$ cat src/rtl/hazard_ctrl_pkg.sv
// hazard_ctrl_pkg: opcodes and FSM states shared by the pipeline hazard logic.
package hazard_ctrl_pkg;
    localparam logic [5:0] OP_RTYPE = 6'h00;
    localparam logic [5:0] OP_BEQ   = 6'h04;
    localparam logic [5:0] OP_BNE   = 6'h05;
    localparam logic [5:0] OP_SW    = 6'h2B;

    typedef enum logic [1:0] {RUN = 2'd0, LU2 = 2'd1, MD = 2'd2} hazardState_t;
endpackage

$ cat src/rtl/hazard_ctrl.sv
// hazard_ctrl: load-use bubbles, branch squash and mult/div front-end hold for the pipeline.
module hazard_ctrl
    import hazard_ctrl_pkg::*;
#(
    parameter int MULDIV_CYCLES = 32
) (
    input  logic        CLOCK,
    input  logic        RESET,
    input  logic [31:0] IFID_Instruction,
    input  logic        IDEXE_MemRead,
    input  logic        IDEXE_WriteEnable,
    input  logic [4:0]  IDEXE_WriteRegister,
    input  logic        BranchTaken,
    input  logic        MulDivStart,
    output logic        PCStall,
    output logic        IFIDStall,
    output logic        IFIDFlush,
    output logic        IDEXEStall,
    output logic        IDEXEFlush,
    output logic        EXEMEMFlush,
    output logic        Busy
);
    localparam int CNT_W = $clog2(MULDIV_CYCLES);

    hazardState_t     state;
    logic [CNT_W-1:0] cnt;
    logic [5:0]       opcode;
    logic [4:0]       rs;
    logic [4:0]       rt;
    logic             usesRt;
    logic             isBranch;
    logic             dep;
    logic             mdStall;
    logic             bubble;

    always_comb begin
        opcode   = IFID_Instruction[31:26];
        rs       = IFID_Instruction[25:21];
        rt       = IFID_Instruction[20:16];
        isBranch = opcode == OP_BEQ || opcode == OP_BNE;
        usesRt   = opcode == OP_RTYPE || isBranch || opcode == OP_SW;
        dep      = IDEXE_WriteEnable && IDEXE_WriteRegister != 5'd0 &&
                   (IDEXE_WriteRegister == rs || (usesRt && IDEXE_WriteRegister == rt));
        mdStall  = (state == RUN && MulDivStart) || (state == MD && cnt != '0);
        bubble   = state == LU2 ||
                   (state == RUN && !MulDivStart && dep && (IDEXE_MemRead || isBranch));
    end

    // RESET gates every output so nothing stalls while the pipe is held in reset
    assign PCStall     = RESET && (mdStall || bubble);
    assign IFIDStall   = RESET && (mdStall || bubble);
    assign IDEXEStall  = RESET && mdStall;
    assign EXEMEMFlush = RESET && mdStall;
    assign IDEXEFlush  = RESET && bubble;
    assign IFIDFlush   = RESET && state == RUN && !MulDivStart && !bubble && BranchTaken;
    assign Busy        = RESET && state == MD;

    always_ff @(posedge CLOCK or negedge RESET) begin
        if (!RESET) begin
            state <= RUN;
            cnt   <= '0;
        end else begin
            case (state)
                RUN: begin
                    if (MulDivStart) begin
                        state <= MD;
                        cnt   <= CNT_W'(MULDIV_CYCLES - 2);
                    end else if (dep && IDEXE_MemRead && isBranch) begin
                        state <= LU2;
                    end
                end
                LU2: state <= RUN;
                MD: begin
                    if (cnt != '0) cnt <= cnt - 1'b1;
                    else state <= RUN;
                end
                default: state <= RUN;
            endcase
        end
    end
endmodule
$ cat config.mk
export PLATFORM = sky130hd
export DESIGN_NAME = hazard_ctrl
export DESIGN_NICKNAME = d
export VERILOG_FILES = /design/src/rtl/hazard_ctrl_pkg.sv /design/src/rtl/hazard_ctrl.sv
export SDC_FILE = /design/constraint.sdc
export NUM_CORES = 1
export LEC_CHECK = 0
export ABC_AREA = 0
export CAP_MARGIN = 20
export CELL_PAD_IN_SITES_DETAIL_PLACEMENT = 1
export CELL_PAD_IN_SITES_GLOBAL_PLACEMENT = 2
export CORE_ASPECT_RATIO = 0.9
export CORE_MARGIN = 10
export CORE_UTILIZATION = 17
export CTS_BUF_LIST = sky130_fd_sc_hd__clkbuf_4 sky130_fd_sc_hd__clkbuf_8
export CTS_CLUSTER_SIZE = 28
export DETAILED_ROUTE_END_ITERATION = 16
export PLACE_DENSITY = 0.89
export SLEW_MARGIN = 5
export SYNTH_ARGS = -nofsm -noshare
export SYNTH_HDL_FRONTEND = slang
export SYNTH_SLANG_ARGS = --single-unit
$ cat constraint.sdc
create_clock -name CLOCK -period 2.7 [get_ports CLOCK]
set_input_delay 0.405 -clock CLOCK [delete_from_list [all_inputs] [get_ports CLOCK]]
set_output_delay 0.405 -clock CLOCK [all_outputs]
set_load 0.005 [all_outputs]
==> results of run 1 <==
## cells in the final DEF, fill, tap and decap left out, drive strengths merged, types with 2 or more instances in the layout
cell type / instances
xor2: 7
clkbuf: 4
buf: 18
nand3: 4
nand2: 6
or4: 3
dfrtp: 7
inv: 2
and3: 2
nor2b: 2
nor3: 3
ha: 2
clkdlybuf4s50: 17
xnor2: 6
dlymetal6s2s: 8
and2: 2
clkdlybuf4s15: 2
and3b: 3
nor2: 3
dlygate4sd2: 4
## layout make-up
cell class | count | area [µm²]
Inverter | 2 | 7.507
Fill cell | 392 | 2232
Clock buffer | 4 | 48.80
Tap cell | 44 | 55.05
Multi-Input combinational cell | 57 | 454.2
Sequential cell | 7 | 175.2
Timing Repair Buffer | 49 | 455.4
## through the flow
stage | area (µm²) | TNS (ns) | power (W) | utilization [%]
2_1_floorplan | 615.6 | 0 | 0.0003249 | -
4_1_cts | 1122 | 0 | 0.0006098 | 32.74
3_3_place_gp | 1046 | -1.422 | 0.0004310 | 30.51
6_report | 1196 | 0 | 0.0006125 | 34.89
5_1_grt | 1196 | -0.04040 | 0.0006683 | 34.89
3_5_place_dp | 1046 | -1.617 | 0.0004451 | 30.51
## path summary, 6_finish.rpt
check,start,endpoint,cells after the start
worst max register to register,state[1],state[0],12
min in group CLOCK,cnt[0],cnt[0],1
worst max-delay path,IDEXE_WriteRegister[2],PCStall,8
worst min register to register,cnt[0],cnt[0],1
max in group asynchronous,RESET,cnt[0],2
worst min-delay path,RESET,state[0],1
## worst max-delay path, stage by stage
cell	delay [ns]
sky130_fd_sc_hd__dlygate4sd2_1	0.26
sky130_fd_sc_hd__buf_4	0.14
sky130_fd_sc_hd__or4_4	0.50
sky130_fd_sc_hd__o211ai_1	0.17
sky130_fd_sc_hd__buf_4	0.15
sky130_fd_sc_hd__a21oi_4	0.03
sky130_fd_sc_hd__a221o_1	0.35
sky130_fd_sc_hd__clkdlybuf4s15_1	0.22
## what timing repair did
action / 4_1_cts / 5_1_grt
resized for setup: 14 / 17
setup endpoints to repair: 4 / 4
pin swaps: 4 / 9
setup buffers: 6 / 2
## cells in the mapped netlist (all sizes together)
| cell type | instances | share of area (%) |
|---|---|---|
| a211o | 1 | 1.4 |
| a21boi | 1 | 1.8 |
| a21oi | 1 | 0.81 |
| a221o | 1 | 1.6 |
| a31oi | 1 | 1.0 |
| and2 | 2 | 2.4 |
| and2b | 1 | 1.4 |
| and3 | 2 | 2.2 |
| and3b | 3 | 4.3 |
| buf | 2 | 2.4 |
| dfrtp | 7 | 28 |
| ha | 2 | 4.1 |
| inv | 2 | 1.2 |
| mux2i | 1 | 1.6 |
| nand2 | 6 | 4.1 |
| nand2b | 1 | 1.0 |
| nand3 | 4 | 3.3 |
| nand3b | 1 | 1.8 |
| nand4 | 1 | 1.0 |
| nor2 | 3 | 1.8 |
| nor2b | 2 | 2.0 |
| nor3 | 3 | 2.4 |
| nor3b | 1 | 1.2 |
| o211ai | 1 | 1.2 |
| o21ai | 1 | 0.81 |
| or4 | 3 | 4.3 |
| or4b | 1 | 1.6 |
| xnor2 | 6 | 8.5 |
| xor2 | 7 | 10 |
## logic make-up after synthesis
family          count (synthesis)  synth area share, %
simple gates                   34                34.96
xor+xnor                       13                18.50
flops                           7                28.46
compound gates                  7                8.740
buf+inv                         4                3.658
fa+ha+maj                       2                4.064
mux                             1                1.626
## flip-flops by register name (all words and copies together), names as in the netlist
name / cells
cnt: 5
state: 2
## power breakdown
part | internal (W) | switching, W
Clock | 0.000113 | 0.0000521
Sequential | 0.000148 | 0.0000409
Combinational | 0.000144 | 0.000115
Total | 0.000405 | 0.000208
## metal layers
metal	vias up	track usage [%]
met2	6	13.58
met5	-	0
met1	350	7.353
met4	0	2.007
li1	341	-
met3	3	2.851
==> summary.md, run 1 <==
| Metric | Value |
|---|---|
| Max capacitance violation total | 0 |
| Total Die Area | 6431 µm² |
| GRT overflow | 0 |
| Number of synthesized register bits | 7 |
| Vias in the first global route | 716 |
| Post-DP HPWL | 2.012 mm |
| Clock Path Buffers | 2 |
| Final-report max-slew violation count | 0 |
| Setup slack at placement | -0.4169 ns |
| M1 WL | 940 µm |
| Pin count of the biggest net entering global routing | 11 |
| # nets final | 165 |
| Startpoint Class | primary input |
| R2R setup slack | 0.70 ns |
| Number of cells produced by synthesis | 68 |
| Mean area per synthesized cell | 9.053 µm² |
| Uppermost layer routed | met4 |
| Master cell of the clock root buffer | sky130_fd_sc_hd__clkbuf_8 |
| Total Routed Length | 2.581 mm |
| Ports | 50 |
| Share of post-route cells with drive strength above 1 | 29.41% |
| Slew at the pin closest to its max-slew limit | 0.3761 ns |
| Fmax achieved | 378.8 MHz |
| Clock edge transition at the registers on the reported setup and hold paths | 0.04 ns |
| TritonCTS clock tree | yes |
| Placer Congestion | 0.7740 |
| First-pass iteration count of the detailed router | 4 |
| Height of the die | 77.09 µm |
| Post-synthesis sequential area ratio | 28.46% |
| Netlist area before placement | 615.6 µm² |
| Worst-path maximum fanout | 2 |
| Total power per unit cell area | 512.1 nW/µm² |
| Total count of hold-check failures in the final report | 0 |
| Wire length of the first global-routing pass | 3.746 mm |
| TritonCTS buffer count | 3 |
| Static leakage | 0.5765 nW |
| Wire length on met2 | 1.544 mm |
| Number of antenna diodes | 0 |
| Final period demand of the worst path | 2.640 ns |
| Clk sink count | 7 |
| Total nets after synthesis | 113 |
| Remaining DRCs | 0 |
| GRT Overall Usage | 7.293% |
| DRC marker count from the first detailed-route iteration | 27 |
| Vias per std cell | 4.294 |
| Starting utilization of the core area | 17.96% |
| Residual antenna-violating net count after detailed routing | 0 |
| Final worst path period share | 97.79% |
| CTS Hold Buffers Added | 0 |
| Worst setup path category | in2out |
| Core region area | 3428 µm² |
| Area added between synthesis and finish | 94.31% |
| Cell count after placement | 151 |
| Vias | 700 |
| Count of different cell masters after synthesis | 33 |
| Chip width | 83.43 µm |
| Worst min path class | in2async |
| Critical path capture point type | output pin |
| Std-Cell Rows | 20 |
| Worst Slack Setup Final | 0.05978 ns |
| Run status | finished clean |
| CTS H-tree lvls | 1 |
| Setup skew after layout | 0.001309 ns |
| Total setup violations reported at the end of the flow | 0 |
| Worst-skew pair later-pin latency | 0.23 ns |
| Min Hold Slack | 0.4571 ns |
| Port Buffer Count | 33 |
| Synth warnings | 0 |
| Number of antenna violations at the first check in global routing | 0 |
| Met3 WL | 77 µm |
| Worst relative slew slack | 74.85% |
| Non-Filler Instances | 163 |
| Post-detailed-route wirelength per cell | 15.83 µm |
| Data arrival, critical path | 2.24 ns |
| Required time at the worst-slack endpoint | 2.30 ns |
| Worst IR drop on VDD | 186.2 µV |
Power figures use the tool's default switching activity.
==> run 2, diff against run 1 <==
--- a/config.mk
+++ b/config.mk
@@ -15,7 +15,7 @@
 export CTS_BUF_LIST = sky130_fd_sc_hd__clkbuf_4 sky130_fd_sc_hd__clkbuf_8
 export CTS_CLUSTER_SIZE = 28
 export DETAILED_ROUTE_END_ITERATION = 16
-export PLACE_DENSITY = 0.89
+export PLACE_DENSITY = 0.85
 export SLEW_MARGIN = 5
 export SYNTH_ARGS = -nofsm -noshare
 export SYNTH_HDL_FRONTEND = slang
==> run 2 against run 1 <==
Compared with the run above: clock-buffer cell count is the same; non-clock buffer count shrank 6; combinational power is essentially flat; first-iteration DRC count shrank 81%; sequential power is essentially flat; die area is the same; register-to-register slack gained 0.15 ns; maximum frequency shrank 0.72%; highest routed layer unchanged.
==> summary.md, run 2 (synthesized netlist as in run 1, its figures left out) <==
| Metric | Value |
|---|---|
| Run status | finished clean |
| Clock Path Buffers | 2 (unchanged) |
| Pin count of the biggest net entering global routing | 10 (-1) |
| Total Routed Length | 2.319 mm (-10%) |
| Worst-path maximum fanout | 3 (+1) |
| GRT Overall Usage | 7.270% (-0.023 points) |
| Fmax achieved | 376.0 MHz (-0.72%) |
| Total setup violations reported at the end of the flow | 0 (unchanged) |
| Chip width | 83.43 µm (unchanged) |
| Register Area | 175.2 µm² (unchanged) |
| Post-DP HPWL | 1.978 mm (-1.7%) |
| Final period demand of the worst path | 2.659 ns (+0.01917 ns) |
| Worst setup path category | in2out |
| Final Instance Area | 1147 µm² (-4.1%) |
| Flip-flop count of the largest register after layout | 5 (unchanged) |
| Master cell of the clock root buffer | sky130_fd_sc_hd__clkbuf_8 |
| CTS Hold Buffers Added | 0 (unchanged) |
| Placer Congestion | 0.7788 (+0.62%) |
| Met3 track demand over resource | 3.062% (+0.21 points) |
| Number of fill cells | 408 (+4.1%) |
| DP Area | 1039 µm² (-0.72%) |
| Vias per std cell | 4.153 (-3.3%) |
| Number of antenna diodes | 0 (unchanged) |
| Max capacitance violation total | 0 (unchanged) |
| Vias | 652 (-6.9%) |
| Critical path capture point type | output pin |
| TritonCTS clock tree | yes |
| Data arrival, critical path | 2.25 ns (about the same) |
| Startpoint Class | primary input |
| Non-Filler Instances | 157 (-3.7%) |
| Final worst path period share | 98.50% (+0.71 points) |
| Most common cell after layout, fill and taps aside | sky130_fd_sc_hd__clkdlybuf4s50_1 |
| Area added between synthesis and finish | 86.38% |
| Worst relative slew slack | 76.15% (+1.3 points) |
| Remaining DRCs | 0 (unchanged) |
| Height of the die | 77.09 µm (unchanged) |
| DRC marker count from the first detailed-route iteration | 5 (-81%) |
| Fraction of met2 tracks used by global routing | 13.89% (+0.31 points) |
| First-pass iteration count of the detailed router | 2 (-2) |
| Ports | 50 (unchanged) |
| GRT overflow | 0 (unchanged) |
| Static leakage | 0.5406 nW (-6.2%) |
| Residual antenna-violating net count after detailed routing | 0 (unchanged) |
| Required time at the worst-slack endpoint | 2.30 ns (about the same) |
| Registers with the highest flip-flop counts | cnt x5, state x2 |
| Final-report max-slew violation count | 0 (unchanged) |
| Total area of multi-input combinational cells | 454.2 µm² (unchanged) |
| Total Die Area | 6431 µm² (unchanged) |
| Cell count after placement | 150 (-0.66%) |
| Most frequent cells in the layout | sky130_fd_sc_hd__clkdlybuf4s50_1 (16), sky130_fd_sc_hd__buf_4 (10), sky130_fd_sc_hd__dlymetal6s2s_1 (9) |
| Core region area | 3428 µm² (unchanged) |
| Vias in the first global route | 716 (unchanged) |
| GR met1 Demand/Resource | 6.937% (-0.42 points) |
| Wire length of the first global-routing pass | 3.732 mm (-0.37%) |
| Clock edge transition at the registers on the reported setup and hold paths | 0.04 ns (about the same) |
| Total count of hold-check failures in the final report | 0 (unchanged) |
| Worst-skew pair later-pin latency | 0.23 ns (about the same) |
| Starting utilization of the core area | 17.96% (unchanged) |
| TritonCTS buffer count | 3 (unchanged) |
| Slew at the pin closest to its max-slew limit | 0.3562 ns (-0.01992 ns) |
| Port Buffer Count | 33 (unchanged) |
| Worst min path class | in2async |
| Setup skew after layout | 0.001947 ns (+0.0006378 ns) |
| Share of post-route cells with drive strength above 1 | 28.32% (-1.1 points) |
| CTS H-tree lvls | 1 (unchanged) |
| Worst IR drop on VDD | 146.4 µV (-21%) |
| Total power per unit cell area | 525.7 nW/µm² (+2.7%) |
| Clk sink count | 7 (unchanged) |
| Reg with most FFs | cnt |
| Number of antenna violations at the first check in global routing | 0 (unchanged) |
| Gr busiest metal | met2 |
| Std-Cell Rows | 20 (unchanged) |
| RSZ-0062 raised after global routing | false |
| Post-detailed-route wirelength per cell | 14.77 µm (-6.7%) |
| # nets final | 159 (-3.6%) |
[run 2: power breakdown]
| group | internal [W] | switching, W |
|---|---|---|
| Clock | 0.000112 | 0.0000456 |
| Combinational | 0.000144 | 0.000113 |
| Sequential | 0.000148 | 0.0000403 |
| Total | 0.000404 | 0.000199 |
[run 2: through the flow]
stage / total power, W / utilization [%] / setup TNS (ns) / hold WS (ns) / setup slack [ns]
2_1_floorplan: 0.0003249 / - / 0 / 0.1094 / 0.4859
3_3_place_gp: 0.0004302 / 30.29 / -1.372 / 0.4956 / -0.4002
3_5_place_dp: 0.0004477 / 30.29 / -1.352 / 0.5087 / -0.3811
4_1_cts: 0.0006075 / 31.93 / 0 / 0.4611 / 0.02469
5_1_grt: 0.0006594 / 33.47 / 0 / 0.4744 / 0.0006732
6_report: 0.0006032 / 33.47 / 0 / 0.4532 / 0.04061
[run 2: critical path, stage by stage]
cell,delay (ns)
sky130_fd_sc_hd__dlygate4sd2_1,0.27
sky130_fd_sc_hd__or4_4,0.52
sky130_fd_sc_hd__o211ai_1,0.33
sky130_fd_sc_hd__buf_4,0.18
sky130_fd_sc_hd__buf_4,0.09
sky130_fd_sc_hd__a211o_1,0.12
sky130_fd_sc_hd__nor3b_2,0.19
sky130_fd_sc_hd__buf_2,0.15
[run 2: area by class of cell]
| cell class | count | area share (%) |
|---|---|---|
| clock buffer | 4 | 4.253 |
| inverter | 2 | 0.6543 |
| multi-input combinational | 57 | 39.59 |
| sequential | 7 | 15.27 |
| tap | 44 | 4.798 |
| timing repair buffer | 43 | 35.44 |
[run 2: worst paths after layout]
kind                       slack (ns)                    from  depth (start not counted)        end
max                              0.04  IDEXE_WriteRegister[2]                          8  IFIDFlush
min                              0.45                   RESET                          1   state[1]
max reg2reg                      0.85                  cnt[0]                          8     cnt[3]
min reg2reg                      0.53                  cnt[0]                          1     cnt[0]
max in group asynchronous        1.86                   RESET                          2   state[0]
min in group CLOCK               0.53                  cnt[0]                          1     cnt[0]
[run 2: metal layers]
layer,vias to the layer above,routed length (µm)
met2,6,1347
met5,-,0
met1,310,865
met3,5,88
li1,331,-
met4,0,18
[run 2: what timing repair did]
action / CTS / global route
setup buffers: 2 / 1
gates resized for setup: 17 / 22
gates cloned: 0 / 0
setup endpoints to repair: 4 / 4
pin swaps: 3 / 10
